**src/rtl/am_env_demod_if.sv**
```systemverilog
// Sample/envelope bundle between an AM sample source and am_env_demod.
// Ports: clr, in_valid, am_in (source -> demod); env_out, env_valid, win_full (demod -> sink).
// With AM_DC_BLOCK_EN defined the bundle also carries the signed DC-removed envelope dc_out.
interface am_env_demod_if;
  logic              clr;
  logic              in_valid;
  logic [7:0]        am_in;
  logic [7:0]        env_out;
  logic              env_valid;
  logic              win_full;
`ifdef AM_DC_BLOCK_EN
  logic signed [7:0] dc_out;

  modport master (
    output clr, in_valid, am_in,
    input  env_out, env_valid, win_full, dc_out
  );
  modport slave (
    input  clr, in_valid, am_in,
    output env_out, env_valid, win_full, dc_out
  );
`else
  modport master (
    output clr, in_valid, am_in,
    input  env_out, env_valid, win_full
  );
  modport slave (
    input  clr, in_valid, am_in,
    output env_out, env_valid, win_full
  );
`endif
endinterface

```
**src/rtl/am_env_demod.sv**
```systemverilog
// Envelope AM demodulator: full-wave rectify, then a 2^LOG2_WIN boxcar average scaled x2.
// Latency 3 cycles from accepted sample to env_valid; 1 sample/clk, no backpressure (stalls on in_valid gaps).
// Ports: clk, rst_n (async active-low), bus (am_env_demod_if.slave: clr, in_valid, am_in, env_out,
// env_valid, win_full). Optional DC blocker on dc_out when macro AM_DC_BLOCK_EN is defined.
module am_env_demod #(
  parameter int LOG2_WIN = 7,   // window = 2^LOG2_WIN samples, 2..10
  parameter int DC_SHIFT = 10   // DC blocker time-constant shift (AM_DC_BLOCK_EN only)
) (
  input  logic           clk,
  input  logic           rst_n,
  am_env_demod_if.slave  bus
);

  localparam int WIN   = 1 << LOG2_WIN;
  localparam int SUM_W = 7 + LOG2_WIN;
  localparam int CNT_W = LOG2_WIN + 1;

  // ---------------- stage 1: rectify ----------------
  logic [7:0] abs8;
  logic [6:0] mag_d, mag_q;
  logic       v1_q;

  always_comb begin
    abs8 = bus.am_in[7] ? (~bus.am_in + 8'd1) : bus.am_in;
    // Only -128 produces a set MSB after negation; clamp it to 127.
    mag_d = abs8[7] ? 7'd127 : abs8[6:0];
  end

  always_ff @(posedge clk or negedge rst_n) begin
    if (!rst_n) begin
      mag_q <= '0;
      v1_q  <= 1'b0;
    end else if (bus.clr) begin
      v1_q  <= 1'b0;
    end else begin
      v1_q <= bus.in_valid;
      if (bus.in_valid) mag_q <= mag_d;
    end
  end

  // ---------------- stage 2: ring buffer + running sum ----------------
  logic [6:0]          ring_q [WIN];
  logic [6:0]          ring_old;
  logic [LOG2_WIN-1:0] wptr_q;
  logic [CNT_W-1:0]    fill_q, fill_d;
  logic [SUM_W-1:0]    sum_q, sum_d;
  logic                win_full;
  logic                v2_q;

  // fill saturates at exactly WIN, so equality marks a full window.
  assign win_full = (fill_q == CNT_W'(WIN));
  assign ring_old = ring_q[wptr_q];

  always_comb begin
    // Until the window is full the slot being overwritten holds nothing valid.
    sum_d  = sum_q + SUM_W'(mag_q) - (win_full ? SUM_W'(ring_old) : '0);
    fill_d = win_full ? fill_q : fill_q + CNT_W'(1);
  end

  // Ring contents need no reset: a slot is always written before it is read.
  always_ff @(posedge clk) begin
    if (v1_q && !bus.clr) ring_q[wptr_q] <= mag_q;
  end

  always_ff @(posedge clk or negedge rst_n) begin
    if (!rst_n) begin
      sum_q  <= '0;
      wptr_q <= '0;
      fill_q <= '0;
      v2_q   <= 1'b0;
    end else if (bus.clr) begin
      sum_q  <= '0;
      wptr_q <= '0;
      fill_q <= '0;
      v2_q   <= 1'b0;
    end else if (v1_q) begin
      sum_q  <= sum_d;
      wptr_q <= wptr_q + 1'b1;   // power-of-two window wraps naturally
      fill_q <= fill_d;
      v2_q   <= (fill_d == CNT_W'(WIN));
    end else begin
      v2_q   <= 1'b0;
    end
  end

  // ---------------- stage 3: scale and register output ----------------
  logic [7:0] env_d, env_out_q;
  logic       env_valid_q;

  // sum >> (LOG2_WIN-1) is exactly the top 8 bits of the sum: mean x2.
  assign env_d = sum_q[SUM_W-1 -: 8];

  always_ff @(posedge clk or negedge rst_n) begin
    if (!rst_n) begin
      env_out_q   <= '0;
      env_valid_q <= 1'b0;
    end else if (bus.clr) begin
      env_valid_q <= 1'b0;          // env_out holds across a flush
    end else begin
      env_valid_q <= v2_q;
      if (v2_q) env_out_q <= env_d;
    end
  end

  assign bus.env_out   = env_out_q;
  assign bus.env_valid = env_valid_q;
  assign bus.win_full  = win_full;

`ifdef AM_DC_BLOCK_EN
  // ---------------- optional DC blocker ----------------
  localparam int EST_W = 8 + DC_SHIFT;

  logic [EST_W-1:0]         dc_est_q, dc_est_d;
  logic signed [EST_W+1:0]  dc_err;
  logic signed [9:0]        dc_diff;
  logic signed [7:0]        dc_sat, dc_out_q;

  always_comb begin
    // dc_est is fixed-point with DC_SHIFT fraction bits; step is error / 2^DC_SHIFT.
    dc_err   = $signed({2'b00, env_d, {DC_SHIFT{1'b0}}}) - $signed({2'b00, dc_est_q});
    dc_est_d = dc_est_q + EST_W'(dc_err >>> DC_SHIFT);
    // Output uses the new envelope against the estimate before this update.
    dc_diff  = $signed({2'b00, env_d}) - $signed({2'b00, dc_est_q[EST_W-1 -: 8]});
    if (dc_diff > 10'sd127)       dc_sat = 8'sd127;
    else if (dc_diff < -10'sd128) dc_sat = -8'sd128;
    else                          dc_sat = dc_diff[7:0];
  end

  always_ff @(posedge clk or negedge rst_n) begin
    if (!rst_n) begin
      dc_est_q <= '0;
      dc_out_q <= '0;
    end else if (bus.clr) begin
      dc_est_q <= '0;
      dc_out_q <= '0;
    end else if (v2_q) begin
      dc_est_q <= dc_est_d;
      dc_out_q <= dc_sat;
    end
  end

  assign bus.dc_out = dc_out_q;
`endif

endmodule

```
**src/flat_wrapper.sv**
```systemverilog
// flat-port wrapper written by rule: the top's interface ports become plain ports
module am_env_demod_flat 
#(
  parameter int LOG2_WIN = 7,                                        
  parameter int DC_SHIFT = 10                                                          
)
  (clk, rst_n, bus_clr, bus_in_valid, bus_am_in, bus_env_out, bus_env_valid, bus_win_full);
  am_env_demod_if bus_i ();
  input  logic clk;
  input  logic rst_n;
  input wire logic [$bits(bus_i.clr)-1:0] bus_clr;
  input wire logic [$bits(bus_i.in_valid)-1:0] bus_in_valid;
  input wire logic [$bits(bus_i.am_in)-1:0] bus_am_in;
  output wire logic [$bits(bus_i.env_out)-1:0] bus_env_out;
  output wire logic [$bits(bus_i.env_valid)-1:0] bus_env_valid;
  output wire logic [$bits(bus_i.win_full)-1:0] bus_win_full;
  assign bus_i.clr = bus_clr;
  assign bus_i.in_valid = bus_in_valid;
  assign bus_i.am_in = bus_am_in;
  assign bus_env_out = bus_i.env_out;
  assign bus_env_valid = bus_i.env_valid;
  assign bus_win_full = bus_i.win_full;
  am_env_demod #(.LOG2_WIN(LOG2_WIN), .DC_SHIFT(DC_SHIFT)) u_core (.clk(clk), .rst_n(rst_n), .bus(bus_i));
endmodule
```
**config.mk**
```make
export PLATFORM = sky130hd
export DESIGN_NAME = am_env_demod_flat
export DESIGN_NICKNAME = d
export VERILOG_FILES = /design/src/rtl/am_env_demod_if.sv /design/src/rtl/am_env_demod.sv /design/src/flat_wrapper.sv
export SDC_FILE = /design/constraint.sdc
export NUM_CORES = 1
export LEC_CHECK = 0
export ABC_AREA = 0
export CAP_MARGIN = 20
export CORE_MARGIN = 4
export CORE_UTILIZATION = 50
export CTS_CLUSTER_DIAMETER = 150
export DETAILED_ROUTE_END_ITERATION = 8
export PLACE_DENSITY = 0.65
export SYNTH_ARGS = -nofsm -noshare
export SYNTH_HDL_FRONTEND = slang
export SYNTH_SLANG_ARGS = --single-unit
```
**constraint.sdc**
```tcl
create_clock -name clk -period 5.5 [get_ports clk]
set_clock_uncertainty 0.15 [all_clocks]
set_input_delay 1.1 -clock clk [delete_from_list [all_inputs] [get_ports clk]]
set_output_delay 1.1 -clock clk [all_outputs]
set_load 0.02 [all_outputs]
```
# ---- Yosys cells after proc, flatten, opt, wreduce, memory -nomap -nowiden
# Memories as Yosys holds them, arrays and structs flattened.
# Index checks and enable logic that the tools add are counted.
dict set report word_totals {
  ram_bits 896
  in_bits 12
  memories 1
  output_inout_bits 10
  register_bits 47
}
# name depth width rd rd_clocked_by_memory_dff wr line
set memory_table {}
lappend memory_table {u_core.ring_q 128 7 1 0 1 am_env_demod.sv:42} ;# logic [6:0] ring_q [WIN];
dict set report op_classes {
  mux 16
  n_eq_ne 2
  n_reduce_logical 5
  n_bitwise 2
  n_addsub 5
}
# cell n
set op_table {}
lappend op_table {{$mux W8} 4}
lappend op_table {{$mux W14} 2}
lappend op_table {{$mux W7} 4}
lappend op_table {{$add A8 B1 Y8 const B} 2}
lappend op_table {{$eq A8 B8 Y1 const B} 2}
lappend op_table {{$add A14 B7 Y14} 1}
lappend op_table {{$sub A14 B14 Y14} 1}
lappend op_table {{$not A8 Y8} 1}
lappend op_table {{$add A7 B1 Y7 const B} 1}
lappend op_table {{$mux W1} 6}
lappend op_table {{$reduce_and A2 Y1} 2}
lappend op_table {{$reduce_bool A2 Y1} 1}
lappend op_table {{$logic_and A1 B1 Y1} 1}
lappend op_table {{$logic_not A1 Y1} 1}
lappend op_table {{$not A1 Y1} 1}

# ---- Logic depth before layout (Yosys ltp)
dict set report depth {
  ltp_word 5
  depth_mapped 23
  depth_no_buf 19
}

# ---- Worst setup path after synthesis
# OpenSTA, ideal clock, no wires.
dict set report synth_path {
  path_type {reg2reg}
  from {reg u_core.wptr_q[0]}
  to {reg u_core.sum_q[13]}
  setup_slack_ps 735
  stages_incl_launch_ff 21
  n_path_buf 3
  arrival_ps 4490
  required_time_ps 5225
  synth_period_minus_slack_ps 4765
  path_cell_list {dfrtp_1 buf_6 buf_6 buf_6 mux2_2 a22oi_1 nor2_1 a221oi_1 o221ai_1 o311ai_0 a31oi_1 fa_1 inv_1 ha_1 a211oi_1 o21ai_0 a31oi_1 a211oi_1 a31oi_1 mux2i_1 mux2_2}
}
dict set report synth_via {
  elab_chain_len 5
}
# element line
set synth_lines {}
lappend synth_lines {{start, declared} am_env_demod.sv:44} ;# logic [LOG2_WIN-1:0] wptr_q;
lappend synth_lines {{start signal, assigned} am_env_demod.sv:78} ;# wptr_q <= wptr_q + 1'b1;
lappend synth_lines {{$mem_v2 Z128 W7} -}
lappend synth_lines {{$mux W7} am_env_demod.sv:56} ;# sum_d = sum_q + SUM_W'(mag_q) - (win_full ? SUM_W'(ring_old) : '0);
lappend synth_lines {{$sub A14 B14 Y14} am_env_demod.sv:56}
lappend synth_lines {{$mux W14} am_env_demod.sv:76} ;# end else if (v1_q) begin
lappend synth_lines {{$mux W14} am_env_demod.sv:71} ;# end else if (bus.clr) begin
lappend synth_lines {{end signal, assigned} am_env_demod.sv:77} ;# sum_q <= sum_d;
lappend synth_lines {{end, declared} am_env_demod.sv:46} ;# logic [SUM_W-1:0] sum_q, sum_d;
# Every way passes these cells. The select of a mux whose other input is x is not followed.
# A chain may end at the register's enable or synchronous reset.

# ---- Worst setup path in the final report
dict set report layout_path {
  from {reg u_core.wptr_q[2]}
  to {reg u_core.sum_q[12]}
}
# The elaborated chain is that of the path after synthesis.

==> flow_metrics.py <==
metrics = {
    "critical_path": {
        "critical-path-max-stage-delay_ns": 0.58,
        "required_ns": 5.90,
        "arrival_ns": 5.81,
        "cp_slowest_cell": "or4_4",
        "crit_family": "simple AND/OR/NAND/NOR gates",
        "r2r-end": "u_core.sum_q[12]",
        "reg2reg_slack_ns": 0.09,
        "path_cells": "buf_4 -> buf_12 -> nor2b_4 -> buf_4 -> nand2_1 -> a21oi_2 -> o22ai_1 -> or4_4 -> o21a_1 -> fa_1 -> inv_1 -> ha_4 -> nor2b_1 -> o21a_1 -> o21ai_2 -> a211oi_2 -> nor3_1 -> or4_1 -> o311ai_0",
        "worstSetupPathType": "register to register",
        "path_buf_inv": 4,
        "setup.worst_path.end_class": "register",
        "path_depth": 19,
        "startpoint": "u_core.wptr_q[2]",
        "cp_max_fo": 20,
        "r2r-start": "u_core.wptr_q[2]",
        "reg2regPathDepth": 19,
        "critPathLaunchType": "register",
        "crit_end": "u_core.sum_q[12]",
    },
    "layout": {
        "instances_no_fill": 3570,
        "fill_cells": 5479,
        "syn2layout_area_growth_pct": 16.4,
        "layout.nets": 2563,
        "regArea_mm2": 0.0281,
        "multi_input_area_mm2": 0.00901,
        "postLayoutCellArea_mm2": 0.0439,
        "diodes": 0,
        "layout-drive-gt1-share": 0.201,
    },
    "flow_run": {
        "cap_violations": 0,
    },
    "logic_synthesis": {
        "synth_top_area_cell": "edfxtp_1",
        "synth_cell_types": 71,
        "synth_edf_count": 896,
        "synth_fp_nets": 2382,
        "synthDominantCellAreaShare": 0.713,
        "yosys_register_bits": 943,
        "synth_async_sr_flop_share": 0.0498,
        "netlist_area_mm2": 0.0377,
        "ys_seq_area_frac": 0.744,
        "synth_area_leaders": "edfxtp_1 71%, a221oi_1 4.6%, mux4_2 4.0%",
        "synth_cells": 2345,
        "synth_ff_type": "edfxtp_1",
        "avgSynthCellArea_um2": 16.1,
        "ys_warn_count": 0,
    },
    "global_routing": {
        "antenna_found_initial": 0,
        "grt_pass1_wl_mm": 156,
        "grt_max_degree": 89,
        "track_usage": 0.267,
        "overflow": 0,
        "first_global_vias": 22824,
    },
    "detailed_routing": {
        "via_count": 23433,
        "drt-total-wl_mm": 108,
        "ant_nets": 0,
        "avgRoutedWirePerCell_um": 30.1,
        "vias_per_cell": 6.56,
        "drc_errors": 0,
        "drt-initial-drc-count": 3440,
        "drt-pass1-iter-count": 7,
    },
    "placed_design": {
        "gp_congestion": 0.900,
        "hpwl_mm": 67.6,
        "placed_area_mm2": 0.0403,
        "port-buffer-count": 21,
        "placedCellCount": 3363,
        "dpl_worst_slack_ns": -0.226,
    },
    "sta": {
        "tns_ns": 0,
        "setup_ws_ns": 0.0857,
        "finalSetupViolations": 0,
        "max_slew_margin": 0.313,
        "period_share": 0.984,
        "slew_violations": 0,
        "hold_viol_final": 0,
        "period_needed_ns": 5.41,
        "max_freq_mhz": 185,
        "worstMarginPinSlew_ns": 1.03,
    },
    "run_status": {
        "outcome": "complete, no violations",
    },
    "die": {
        "core_area_mm2": 0.0746,
        "die_height_um": 283,
        "top_level_ports": 22,
        "die_width_um": 283,
        "num_rows": 100,
        "design.die.area_mm2": 0.0799,
        "initial_utilization": 0.506,
    },
    "clock_tree": {
        "htree_levels": 3,
        "cts_tree": "built",
        "clockBufferDepth": 3,
        "cts_inserted_buffers": 96,
        "root_buffer": "clkbuf_16",
        "clkTransAtPathRegs_ns": 0.07,
        "hold_buffers": 0,
        "worstSkewPairLatency_ns": 0.69,
        "cts.sinks": 943,
    },
    "hold_path": {
        "holdCritPathClass": "primary input to asynchronous set/reset pin",
    },
    "power_and_ir_drop": {
        "leakage_nw": 14.1,
        "cellPowerDensity_mw_per_mm2": 368,
        "ir_drop_v": 0.000242,
        "total_power_mw": 16.2,
    },
}
==> area by class of cell <==
type	count	area share
repair buffers	243	0.0530
clock inverters	58	0.0134
inverters	50	0.00433
multi-input cells	1192	0.205
clock buffers	115	0.0563
well taps	969	0.0276
flip-flops and latches	943	0.640
==> cell families after synthesis <==
family	Yosys count	share of synthesized area
AO/OA/AOI/OAI	565	0.109
XOR/XNOR	22	0.00511
buffers and inverters	211	0.0248
flip-flops	943	0.744
multiplexers	123	0.0558
AND/OR/NAND/NOR	456	0.0515
adder cells (fa/ha/maj)	25	0.00968
==> cells in the mapped netlist, types with 7 or more instances <==
library cell    n
edfxtp_1      896
nor2_1        235
a221oi_1      200
nand2_1       132
a21oi_1       106
clkbuf_1       76
o21ai_0        74
mux4_2         67
a22oi_1        52
buf_2          51
dfrtp_1        47
inv_1          46
mux2_2         29
mux2i_1        27
o22a_1         22
a211oi_1       20
nor2b_1        20
buf_1          19
ha_1           18
o22ai_1        17
nor3_1         16
xnor2_1        15
o221ai_1       10
a221o_1         9
buf_4           9
a31oi_1         8
nand2b_1        8
nand3_1         8
fa_1            7
xor2_1          7
==> what timing repair did <==
action | CTS | global route
pin swaps | 0 | 25
resized for setup | 10 | 56
gates cloned | 0 | 3
hold endpoints to repair | 0 | 0
buffers inserted | 3 | 28
setup endpoints to repair | 2 | 5
==> registers in the layout, indices dropped and copies added, names as in the netlist <==
signal	flops
u_core.v1_q	1
u_core.bus.env_out	8
u_core.ring_q	896
u_core.mag_q	7
u_core.bus.env_valid	1
u_core.wptr_q	7
u_core.fill_q	8
u_core.sum_q	14
u_core.v2_q	1
==> placed cells by master (no fill, tap or decap), drive strengths merged, types with 27 or more instances in the layout <==
cell type,Yosys,routed
edfxtp,896,896
nor2,236,236
buf,85,221
a221oi,200,200
nand2,132,132
clkbuf,76,117
a21oi,106,106
o21ai,75,75
mux4,67,67
inv,47,53
a22oi,52,52
dfrtp,47,47
clkinv,3,40
mux2,29,29
mux2i,27,27
==> stage by stage <==
| step | hold slack [ns] | utilization |
|---|---|---|
| floorplan | 0.336 | - |
| global placement | 0.314 | 0.540 |
| detailed placement | 0.319 | 0.540 |
| CTS | 0.262 | 0.582 |
| global route | 0.294 | 0.589 |
| finish | 0.273 | 0.589 |
==> how the worst min path moves through the flow <==
stage	to	depth (start not counted)	slack [ns]
3_3_place_gp	u_core.bus.env_out[5]	2	0.31
4_1_cts	u_core.bus.env_out[1]	1	0.26
5_1_grt	u_core.wptr_q[2]	1	0.29
6_report	u_core.wptr_q[2]	1	0.27
2_1_floorplan	u_core.sum_q[2]	2	0.34
3_5_place_dp	u_core.bus.env_out[5]	2	0.32
==> per-layer routing <==
metal	vias to the layer above	part of all wire	track usage
met3	246	0.11	0.0575
met2	1575	0.46	0.410
met4	0	0.036	0.0944
met1	11843	0.39	0.383
met5	-	0	0
li1	9769	-	-
==> where the power goes <==
group / switching [mW] / internal, mW
combinational: 0.922 / 0.601
clock: 2.76 / 3.61
sequential: 0.151 / 8.13
Note: power is estimated with default switching activity, not from simulation.
